<file path="config.mk">
export PLATFORM = sky130hd
export DESIGN_NAME = demux16_stream_flat
export DESIGN_NICKNAME = d
export VERILOG_FILES = /design/src/rtl/demux_pkg.sv /design/src/rtl/demux16_stream_if.sv /design/src/rtl/dec4to16_gate.sv /design/src/rtl/demux16_stream.sv /design/src/flat_wrapper.sv
export SDC_FILE = /design/constraint.sdc
export NUM_CORES = 1
export LEC_CHECK = 0
export CORE_MARGIN = 8
export CORE_UTILIZATION = 36
export CTS_CLUSTER_DIAMETER = 50
export DETAILED_ROUTE_END_ITERATION = 10
export GPL_TIMING_DRIVEN = 0
export PLACE_DENSITY_LB_ADDON = 0.25
export SLEW_MARGIN = 20
export SYNTH_ARGS = -nofsm -noshare
export SYNTH_HDL_FRONTEND = slang
export SYNTH_HIERARCHICAL = 1
export SYNTH_SLANG_ARGS = --single-unit
</file>
<file path="constraint.sdc">
create_clock -name clk -period 2.08 [get_ports clk]
set_input_delay 0.416 -clock clk [delete_from_list [all_inputs] [get_ports clk]]
set_output_delay 0.416 -clock clk [all_outputs]
set_load 0.01 [all_outputs]
</file>
<file path="src/rtl/demux_pkg.sv">
// rtl/demux_pkg.sv - shared lane constants and types for the 1-to-16 stream demux
package demux_pkg;

    localparam int SEL_W = 4;
    localparam int LANES = 2 ** SEL_W;

    typedef logic [0:SEL_W-1] lane_t;
    typedef logic [0:LANES-1] lane_vec_t;

endpackage

</file>
<file path="src/rtl/demux16_stream_if.sv">
// rtl/demux16_stream_if.sv - producer/consumer handshake bundle for demux16_stream
import demux_pkg::*;

interface demux16_stream_if #(
    parameter int DATA_W = 8
);

    logic              in_valid;
    logic              in_ready;
    logic [0:DATA_W-1] in_data;
    lane_t             in_sel;
    lane_vec_t         out_valid;
    lane_vec_t         out_ready;
    logic [0:DATA_W-1] out_data;
    logic              busy;

    modport master (
        output in_valid, in_data, in_sel, out_ready,
        input  in_ready, out_valid, out_data, busy
    );

    modport slave (
        input  in_valid, in_data, in_sel, out_ready,
        output in_ready, out_valid, out_data, busy
    );

endinterface

</file>
<file path="src/rtl/dec4to16_gate.sv">
// rtl/dec4to16_gate.sv - enabled one-hot 4-to-16 decoder built from two 2-to-4 levels
import demux_pkg::*;

module dec4to16_gate (
    input  logic      en,
    input  lane_t     sel,
    output lane_vec_t dec
);

    logic [0:3] hi;

    // s[0] is the more significant select bit
    function automatic logic [0:3] dec2to4(input logic e, input logic [0:1] s);
        logic [0:3] r;
        r[0] = e & ~s[0] & ~s[1];
        r[1] = e & ~s[0] &  s[1];
        r[2] = e &  s[0] & ~s[1];
        r[3] = e &  s[0] &  s[1];
        return r;
    endfunction

    assign hi = dec2to4(en, sel[0:1]);

    for (genvar g = 0; g < 4; g++) begin : g_lo
        assign dec[4*g +: 4] = dec2to4(hi[g], sel[2:3]);
    end

endmodule

</file>
<file path="src/rtl/demux16_stream.sv">
// rtl/demux16_stream.sv - registered 1-to-16 valid/ready stream demux, one holding stage
// Optional round-robin destination selection under DEMUX16_AUTOSEL_EN.
module demux16_stream #(
    parameter int DATA_W = 8,
    parameter int SEL_W  = 4
) (
    input  logic clk,
    input  logic rst,
`ifdef DEMUX16_AUTOSEL_EN
    input  logic auto_mode,
`endif
    demux16_stream_if.slave s
);

    logic [0:DATA_W-1] data_q;
    logic [0:SEL_W-1]  lane_q;
    logic              full_q;
    logic [0:SEL_W-1]  dest;
    logic              pop;
    logic              push;

    // Only the occupied lane's ready matters; in_ready passes it through for full throughput
    assign pop        = full_q & s.out_ready[lane_q];
    assign s.in_ready = ~full_q | pop;
    assign push       = s.in_valid & s.in_ready;

`ifdef DEMUX16_AUTOSEL_EN
    logic [0:SEL_W-1] rr_q;

    assign dest = auto_mode ? rr_q : s.in_sel;

    always_ff @(posedge clk) begin
        if (rst) begin
            rr_q <= '0;
        end else if (push && auto_mode) begin
            rr_q <= rr_q + 1'b1;
        end
    end
`else
    assign dest = s.in_sel;
`endif

    always_ff @(posedge clk) begin
        if (rst) begin
            full_q <= 1'b0;
            lane_q <= '0;
            data_q <= '0;
        end else if (push) begin
            full_q <= 1'b1;
            lane_q <= dest;
            data_q <= s.in_data;
        end else if (pop) begin
            full_q <= 1'b0;
        end
    end

    dec4to16_gate u_dec (
        .en  (full_q),
        .sel (lane_q),
        .dec (s.out_valid)
    );

    assign s.out_data = data_q;
    assign s.busy     = full_q;

endmodule

</file>
<file path="src/flat_wrapper.sv">
// flat-port wrapper written by rule: the top's interface ports become plain ports
module demux16_stream_flat 
#(
    parameter int DATA_W = 8,
    parameter int SEL_W  = 4
)
  (clk, rst, s_in_valid, s_in_data, s_in_sel, s_out_ready, s_in_ready, s_out_valid, s_out_data, s_busy);
  demux16_stream_if #(.DATA_W(DATA_W)) s_i ();
  input  logic clk;
  input  logic rst;
  input wire logic [$bits(s_i.in_valid)-1:0] s_in_valid;
  input wire logic [$bits(s_i.in_data)-1:0] s_in_data;
  input wire logic [$bits(s_i.in_sel)-1:0] s_in_sel;
  input wire logic [$bits(s_i.out_ready)-1:0] s_out_ready;
  output wire logic [$bits(s_i.in_ready)-1:0] s_in_ready;
  output wire logic [$bits(s_i.out_valid)-1:0] s_out_valid;
  output wire logic [$bits(s_i.out_data)-1:0] s_out_data;
  output wire logic [$bits(s_i.busy)-1:0] s_busy;
  assign s_i.in_valid = s_in_valid;
  assign s_i.in_data = s_in_data;
  assign s_i.in_sel = s_in_sel;
  assign s_i.out_ready = s_out_ready;
  assign s_in_ready = s_i.in_ready;
  assign s_out_valid = s_i.out_valid;
  assign s_out_data = s_i.out_data;
  assign s_busy = s_i.busy;
  demux16_stream #(.DATA_W(DATA_W), .SEL_W(SEL_W)) u_core (.clk(clk), .rst(rst), .s(s_i));
endmodule
</file>
## Yosys cells after proc, flatten, opt, wreduce, memory -nomap -nowiden

Cells that the tools add are included.

| word-level totals | value |
|---|---|
| bits in registers | 13 |
| bits of input ports | 31 |
| output and inout port bits | 26 |

| cells by class | value |
|---|---|
| $lt $le $gt $ge | 1 |
| mux-type cells | 5 |
| bitwise gates (word level) | 39 |
| reduce and logical (&&, ||, !) cells | 1 |

Operators by type and width:

| kind | count |
|---|---|
| $and A1 B1 Y1 | 32 |
| $ge A5 B5 Y1 const B | 1 |
| $not A1 Y1 | 5 |
| $not A4 Y5 | 1 |
| $bmux W1 S4 | 1 |
| $mux W1 | 4 |
| $reduce_bool A2 Y1 | 1 |
| $or A1 B1 Y1 | 1 |

## Logic depth before layout (Yosys ltp)

Gate-level depths: netlist (run 1).

| logic depth | value |
|---|---|
| depth after elaboration | 8 |
| mapped depth | 6 |
| gate-level depth less buffers | 4 |

## By module

The synthesis (run 1) kept the hierarchy.

Modules (own cells, without submodules):

| module | instances | cells each | area an instance (µm²) |
|---|---|---|---|
| demux16_stream | 1 | 75 | 772.0 |
| dec4to16_gate | 1 | 23 | 117.6 |

## Worst setup path after synthesis (run 1)

Ideal clock, no wire load.

| timing path | value |
|---|---|
| kind | flip-flop to output port |
| start | register u_core/lane_q[3] (netlist name) |
| end | output port s_in_ready |
| arrival time | 1.489 ns |
| data required time | 1.664 ns |
| path slack | 0.175 ns |
| cell stages (with the launch flop) | 5 |
| buffers on the path | 1 |
| cell sequence | dfxtp_1 > buf_6 > mux4_2 > a22oi_4 > o211ai_1 |

| on the way | value |
|---|---|
| longest elaborated chain between the ends | 6 |

Ends and longest elaborated chain:

| element | line | source |
|---|---|---|
| start, declared | demux16_stream.sv:16 | `logic [0:SEL_W-1] lane_q;` |
| start signal, assigned | demux16_stream.sv:50 | `lane_q <= dest;` |
| $not A4 Y5 (implied by the code) | demux16_stream.sv:23 | `assign pop = full_q & s.out_ready[lane_q];` |
| $bmux W1 S4 | demux16_stream.sv:23 |  |
| $mux W1 (implied by the code) (2 in series) | demux16_stream.sv:23 |  |
| $and A1 B1 Y1 | demux16_stream.sv:23 |  |
| $or A1 B1 Y1 | demux16_stream.sv:24 | `assign s.in_ready = ~full_q \| pop;` |
| end, declared | flat_wrapper.sv:15 | `output wire logic [$bits(s_i.in_ready)-1:0] s_in_ready;` |

Every way passes these cells. The select of a mux whose other input is x is not followed.

## Final worst setup path (run 1)

| timing path | value |
|---|---|
| start | input port s_out_ready[6] |
| end | output port s_in_ready |

| on the way | value |
|---|---|
| longest elaborated chain between the ends | 5 |

Ends and longest elaborated chain:

| element | line | source |
|---|---|---|
| start, declared | flat_wrapper.sv:14 | `input wire logic [$bits(s_i.out_ready)-1:0] s_out_ready;` |
| $bmux W1 S4 | demux16_stream.sv:23 |  |
| $mux W1 (implied by the code) (2 in series) | demux16_stream.sv:23 |  |
| $and A1 B1 Y1 | demux16_stream.sv:23 |  |
| $or A1 B1 Y1 | demux16_stream.sv:24 |  |

Every way passes these cells. The select of a mux whose other input is x is not followed.

==> results of run 1 <==
==> worst register-to-register path: stages, from the launching register on <==
cell,delay [ps]
dfxtp_4,360
buf_8,120
mux4_2,520
a22oi_4,190
buf_4,140
mux2_1,310
a31oi_1,150
==> area by class of cell <==
| type | count | area share [%] |
|---|---|---|
| flip-flops and latches | 13 | 17.6 |
| plain buffers | 4 | 2.15 |
| inverters | 1 | 0.239 |
| clock buffers | 4 | 1.67 |
| well taps | 30 | 2.39 |
| multi-input cells | 80 | 37.9 |
| repair buffers | 60 | 38.1 |
==> routing by layer <==
layer / vias to the layer above / GRT usage (%)
met5: - / 0
met1: 428 / 12.8
li1: 472 / -
met3: 2 / 5.27
met4: 0 / 2.45
met2: 32 / 24.5
==> cells in the final DEF, fill, tap and decap left out <==
cell type,count
nand2_1,3
a221o_1,1
buf_2,1
clkbuf_1,3
nand3_1,1
o211ai_1,1
nor3b_1,1
o21ai_0,1
a31oi_1,1
dfxtp_4,4
buf_8,1
mux2_1,1
and2_1,2
inv_1,1
nor2_1,13
buf_4,4
a22oi_4,1
clkdlybuf4s50_1,41
o221ai_2,1
dfxtp_1,8
nand3b_1,2
nand2b_1,25
mux2i_1,13
a21oi_1,2
clkbuf_4,3
or3b_4,1
buf_6,1
mux4_2,3
dlymetal6s2s_1,8
dfxtp_2,1
dlygate4sd2_1,6
nor3_2,1
nor2b_1,2
or3_1,1
nor3_1,3
==> cell usage after synthesis, drive strengths merged <==
cell / n
a21oi: 2
a221o: 1
a22oi: 1
a31oi: 1
and2: 2
buf: 2
clkbuf: 2
dfxtp: 13
inv: 1
mux2: 1
mux2i: 13
mux4: 3
nand2: 3
nand2b: 25
nand3: 1
nand3b: 2
nor2: 13
nor2b: 2
nor3: 4
nor3b: 1
o211ai: 1
o21ai: 1
o221ai: 1
or3: 1
or3b: 1
==> through the flow <==
step	setup WS (ps)	total power, W
2_1_floorplan	175	0.000472
4_1_cts	-131	0.000777
5_1_grt	-155	0.000821
3_5_place_dp	-533	0.000614
3_3_place_gp	-523	0.000606
6_report	-102	0.000776
==> timing repair <==
item	in CTS	in global routing
hold buffers	0	0
endpoints found under the setup margin	17	10
pin swaps	2	2
setup buffers	2	2
resized for setup	18	10
==> sequential cells by signal, summed over array words and instances (netlist names) <==
| signal | cells |
|---|---|
| u_core/lane_q | 4 |
| u_core/s.out_data | 8 |
| u_core/s.busy | 1 |
==> worst paths after layout <==
check                       startpoint              endpoint  slack, ps  cells past startpoint
hold reg to reg   u_core/s.out_data[6]  u_core/s.out_data[6]        480                      2
hold / removal    u_core/s.out_data[6]  u_core/s.out_data[6]        480                      2
setup / recovery        s_out_ready[6]            s_in_ready       -100                      5
setup reg to reg      u_core/lane_q[3]      u_core/lane_q[0]        220                      6
==> power by group through the flow <==
stage               sequential, W  combinational [W]  clock (W)
global route             0.000317           0.000329   0.000175
global placement         0.000316           0.000290          0
CTS                      0.000312           0.000300   0.000165
finish                   0.000313           0.000305   0.000159
floorplan                0.000319           0.000153          0
detailed placement       0.000319           0.000296          0
==> kinds of logic after synthesis <==
group / Yosys count / synth area share, %
flip-flops: 13 / 29.3
AO/OA/AOI/OAI: 8 / 8.44
AND/OR/NAND/NOR: 55 / 35.0
buffers and inverters: 5 / 3.80
multiplexers: 17 / 23.5
==> impl_metrics.yaml, run 1 <==
die:
  initial_core_util_pct: 36.9
  fp.dieH_um: 65.7
  dieWidth_um: 65.7
  ios: 57
  die_area_um2: 4320
  core_area_um2: 2410
  core.rowCount: 18
logic_synthesis:
  yosys_warnings: 6
  synthTopCellsByArea: "dfxtp_1, nand2b_1, mux2i_1"
  syn-num-nets: 129
  syn_inst: 98
  synth.cell_area_um2: 890
  synth_seq_cells: 13
  yosys.area.top_type: "dfxtp_1"
  seq_area_frac_synth_pct: 29.3
  syn_area_per_cell_um2: 9.08
  synth_top_area_share_pct: 29.3
  synth_cell_types: 26
timing:
  drv_slew: 0
  skew_ps: 4.14
  hold_viol_final: 0
  rsz0062_at_grt: "true"
  worst_slew_pin_slew_ps: 365
  fin_ws_ps: -102
  slew_headroom_pct: 75.7
  fin_crit_sh_pct: 105
  fin_tns_setup_ps: -102
  fmax_mhz: 458
  finalSetupViolCount: 1
  period_needed_ps: 2180
  hold-worst-slack_ps: 477
route:
  routed_via_density: 4.86
  wl_met2_um: 1500
  drtAntennaViolNets: 0
  drc: 0
  drt_iter0_markers: 34
  wl_met1_um: 1130
  maxUsedRoutingLayer: "met4"
  drt_wl_total_um: 2850
  post_drt_wl_per_cell_um: 14.8
  dr.pass1.iters: 3
  route.met3.wl_um: 205
  vias: 934
finish:
  final-seq-area_um2: 277
  final.fill_count: 206
  area_growth_pct: 76.7
  utilization_pct: 65.2
  multiInputGateArea_um2: 596
  nets: 194
  postLayoutCellArea_um2: 1570
  drive_gt1_share_pct: 13.6
  antenna_cells: 0
  fin_cells: 192
grt:
  grt_max_degree: 14
  grt_pass1_vias: 1003
  grt_remaining_overflow: 0
  grt_usage_pct: 12.9
  grt_pass1_wl_um: 4460
  antenna_found_initial: 0
pwr:
  seq_power_share_pct: 40.3
  power_frac_comb_pct: 39.3
  sw_frac_of_total_pct: 30.4
  intPower_w: 0.000540
  p_leak_nw: 0.752
  clock_power_share_pct: 20.5
  p_per_area_nw_per_um2: 494
  p_switching_w: 0.000236
  vdd_drop_max_mv: 0.475
placement:
  routabilityCongestion: 0.830
  placed_cell_area_um2: 1490
  dpl.cell_count: 184
  port_buffers: 56
  dp_hpwl_um: 2270
cts:
  clkLatencyLatePin_ps: 280
  path_clk_slew_ps: 80
  numCtsBuffers: 3
  cts.sinks: 13
  cts_root_buffer: "clkbuf_4"
  cts_tree: "built"
  cts.path.max_buffers: 2
  cts_htree_levels: 1
worst_setup_path:
  path_cells: "clkdlybuf4s50_1 -> mux4_2 -> a22oi_4 -> o211ai_1 -> buf_2"
  critical_path_buf_inv_count: 2
  slowest_stage: "mux4_2"
  cpPeakStageDelay_ps: 480
  cp-end-kind: "primary output"
  cp_data_arrival_time_ps: 1770
  crit_path_max_fanout: 2
  cp-start-kind: "input pin"
  worst_path_dominant_cell_family: "buffers and inverters"
  cp.required_ps: 1660
  criticalPathCategory: "input pin to primary output"
run_status:
  status: "finished with violations"
  violations: "negative setup slack"
worst_hold_path:
  hold_class: "flop to flop"
job:
  maxCapViolCount: 0
No activity file was read; power rests on OpenSTA's default activity.
==> run 2, diff against run 1 <==
SKIP_LAST_GASP = 1   (was default)
==> run 2 against run 1 <==
The flow still finishes with violations (negative setup slack). Routed wire length is 0.14% higher. Clock-buffer cell count stayed put. Power is 0.15% higher. Fmax hardly changed. Highest routed layer unchanged. Global-route usage stayed put. Utilization is 0.21 points higher. Sequential power hardly changed. Clock power hardly changed. Setup slack better by 1.6 ps. Clock skew hardly changed. Critical path type unchanged. Die area stayed put.
==> impl_metrics.yaml, run 2 (synthesis results as in run 1) <==
worst_setup_path:
  reg2reg_depth: 6
  critical_path_buf_inv_count: 2
  crit_path_max_fanout: 2
  cp-start-kind: "input pin"
  rr_startpoint: "u_core/lane_q[3]"
  path_cells: "clkdlybuf4s50_1 -> mux4_2 -> a22oi_4 -> o211ai_1 -> buf_2"
  cp.depth: 5
  worst_path_dominant_cell_family: "buffers and inverters"
  slowest_stage: "mux4_2"
  cpPeakStageDelay_ps: 490
  criticalPathCategory: "input pin to primary output"
  timing.rr.end: "u_core/lane_q[0]"
  crit_path_start: "s_out_ready[5]"
  critPathCapture: "s_in_ready"
  cp_data_arrival_time_ps: 1760
  cp-end-kind: "primary output"
  cp.required_ps: 1660
  ff2ff_setup_slack_ps: 220
job:
  maxCapViolCount: 0
cts:
  cts.path.max_buffers: 2
  cts_root_buffer: "clkbuf_4"
  numCtsBuffers: 3
  path_clk_slew_ps: 80
  cts_tree: "built"
  cts.sinks: 13
  clkLatencyLatePin_ps: 280
  cts_htree_levels: 1
grt:
  grt_pass1_vias: 1001
  antenna_found_initial: 0
  grt_pass1_wl_um: 4460
  grt_usage_pct: 12.9
  grt_remaining_overflow: 0
  grt_max_degree: 14
timing:
  period_needed_ps: 2180
  rsz0062_at_grt: "true"
  worst_slew_pin_slew_ps: 363
  slew_headroom_pct: 75.8
  hold_viol_final: 0
  fin_ws_ps: -100
  drv_slew: 0
  fmax_mhz: 459
  fin_crit_sh_pct: 105
  finalSetupViolCount: 1
  skew_ps: 4.10
finish:
  utilization_pct: 65.4
  area_growth_pct: 77.2
  layout_commonest_cell: "clkdlybuf4s50_1"
  nets: 194
  antenna_cells: 0
  largest_reg_flops: 8
  final.fill_count: 203
  layout_common_cells: "clkdlybuf4s50_1, nand2b_1, nor2_1, mux2i_1, dlymetal6s2s_1"
  drive_gt1_share_pct: 13.6
placement:
  dp_hpwl_um: 2270
  port_buffers: 56
  dp_slack_ps: -533
  routabilityCongestion: 0.830
die:
  dieWidth_um: 65.7
  core.rowCount: 18
  ios: 57
  initial_core_util_pct: 36.9
  die_area_um2: 4320
  fp.dieH_um: 65.7
  core_area_um2: 2410
worst_hold_path:
  hold_class: "flop to flop"
route:
  dr.pass1.iters: 3
  drt_wl_total_um: 2850
  routed_via_density: 4.88
  drtAntennaViolNets: 0
  vias: 937
  post_drt_wl_per_cell_um: 14.8
  drt_iter0_markers: 36
  drc: 0
pwr:
  vdd_drop_max_mv: 0.475
  p_per_area_nw_per_um2: 493
  power.total_w: 0.000778
  p_leak_nw: 0.759
run_status:
  status: "finished with violations"
  violations: "negative setup slack"
[run 2: through the flow]
stage / TNS [ps] / cells / hold slack [ps] / area [um^2]
after floorplan: 0 / 98 / 493 / 890
after detailed placement: -759 / 184 / 461 / 1490
final: -100 / 192 / 477 / 1580
after global placement: -664 / 184 / 458 / 1490
after CTS: -149 / 190 / 480 / 1530
after global routing: -151 / 192 / 502 / 1580
[run 2: worst min-delay path by stage]
stage                          from              endpoint  cells after the start
2_1_floorplan  u_core/s.out_data[0]  u_core/s.out_data[0]                      2
3_3_place_gp   u_core/s.out_data[0]  u_core/s.out_data[0]                      2
5_1_grt        u_core/s.out_data[1]  u_core/s.out_data[1]                      2
6_report       u_core/s.out_data[6]  u_core/s.out_data[6]                      2
4_1_cts        u_core/s.out_data[7]  u_core/s.out_data[7]                      2
3_5_place_dp   u_core/s.out_data[3]  u_core/s.out_data[3]                      2
[run 2: power by group]
part	switching, W	total (W)	internal, W
Sequential	0.0000341	0.000313	0.000279
Clock	0.0000845	0.000159	0.0000743
Combinational	0.000118	0.000306	0.000188
[run 2: layout make-up]
type	instances	area, um^2	share of cell area, %
clock buffers	4	26.3	1.67
multi-input cells	80	596	37.8
flip-flops and latches	13	277	17.5
well taps	30	37.5	2.38
inverters	1	3.75	0.238
repair buffers	60	603	38.3
plain buffers	4	33.8	2.14
[run 2: metal layers]
metal  vias to the layer above  part of all wire [%]  global-route usage (%)
li1                        472                     -                       -
met1                       431                    40                    12.8
met3                         2                   7.2                    5.27
met5                         -                     0                       0
met4                         0                  0.35                    2.45
met2                        32                    53                    24.5
[run 2: tightest hold or removal path, cell delays in order (launching register included)]
cell and delay [ps]:
dfxtp_1 310, nand2b_1 60, mux2i_1 60
[run 2: what timing repair did]
| action | in CTS | in global routing |
|---|---|---|
| pin swaps | 1 | 2 |
| buffers inserted | 2 | 2 |
| gates cloned | 0 | 0 |
| hold buffers | 0 | 0 |
| endpoints found under the hold margin | 0 | 0 |
| setup endpoints to repair | 17 | 10 |
| resized for setup | 16 | 11 |
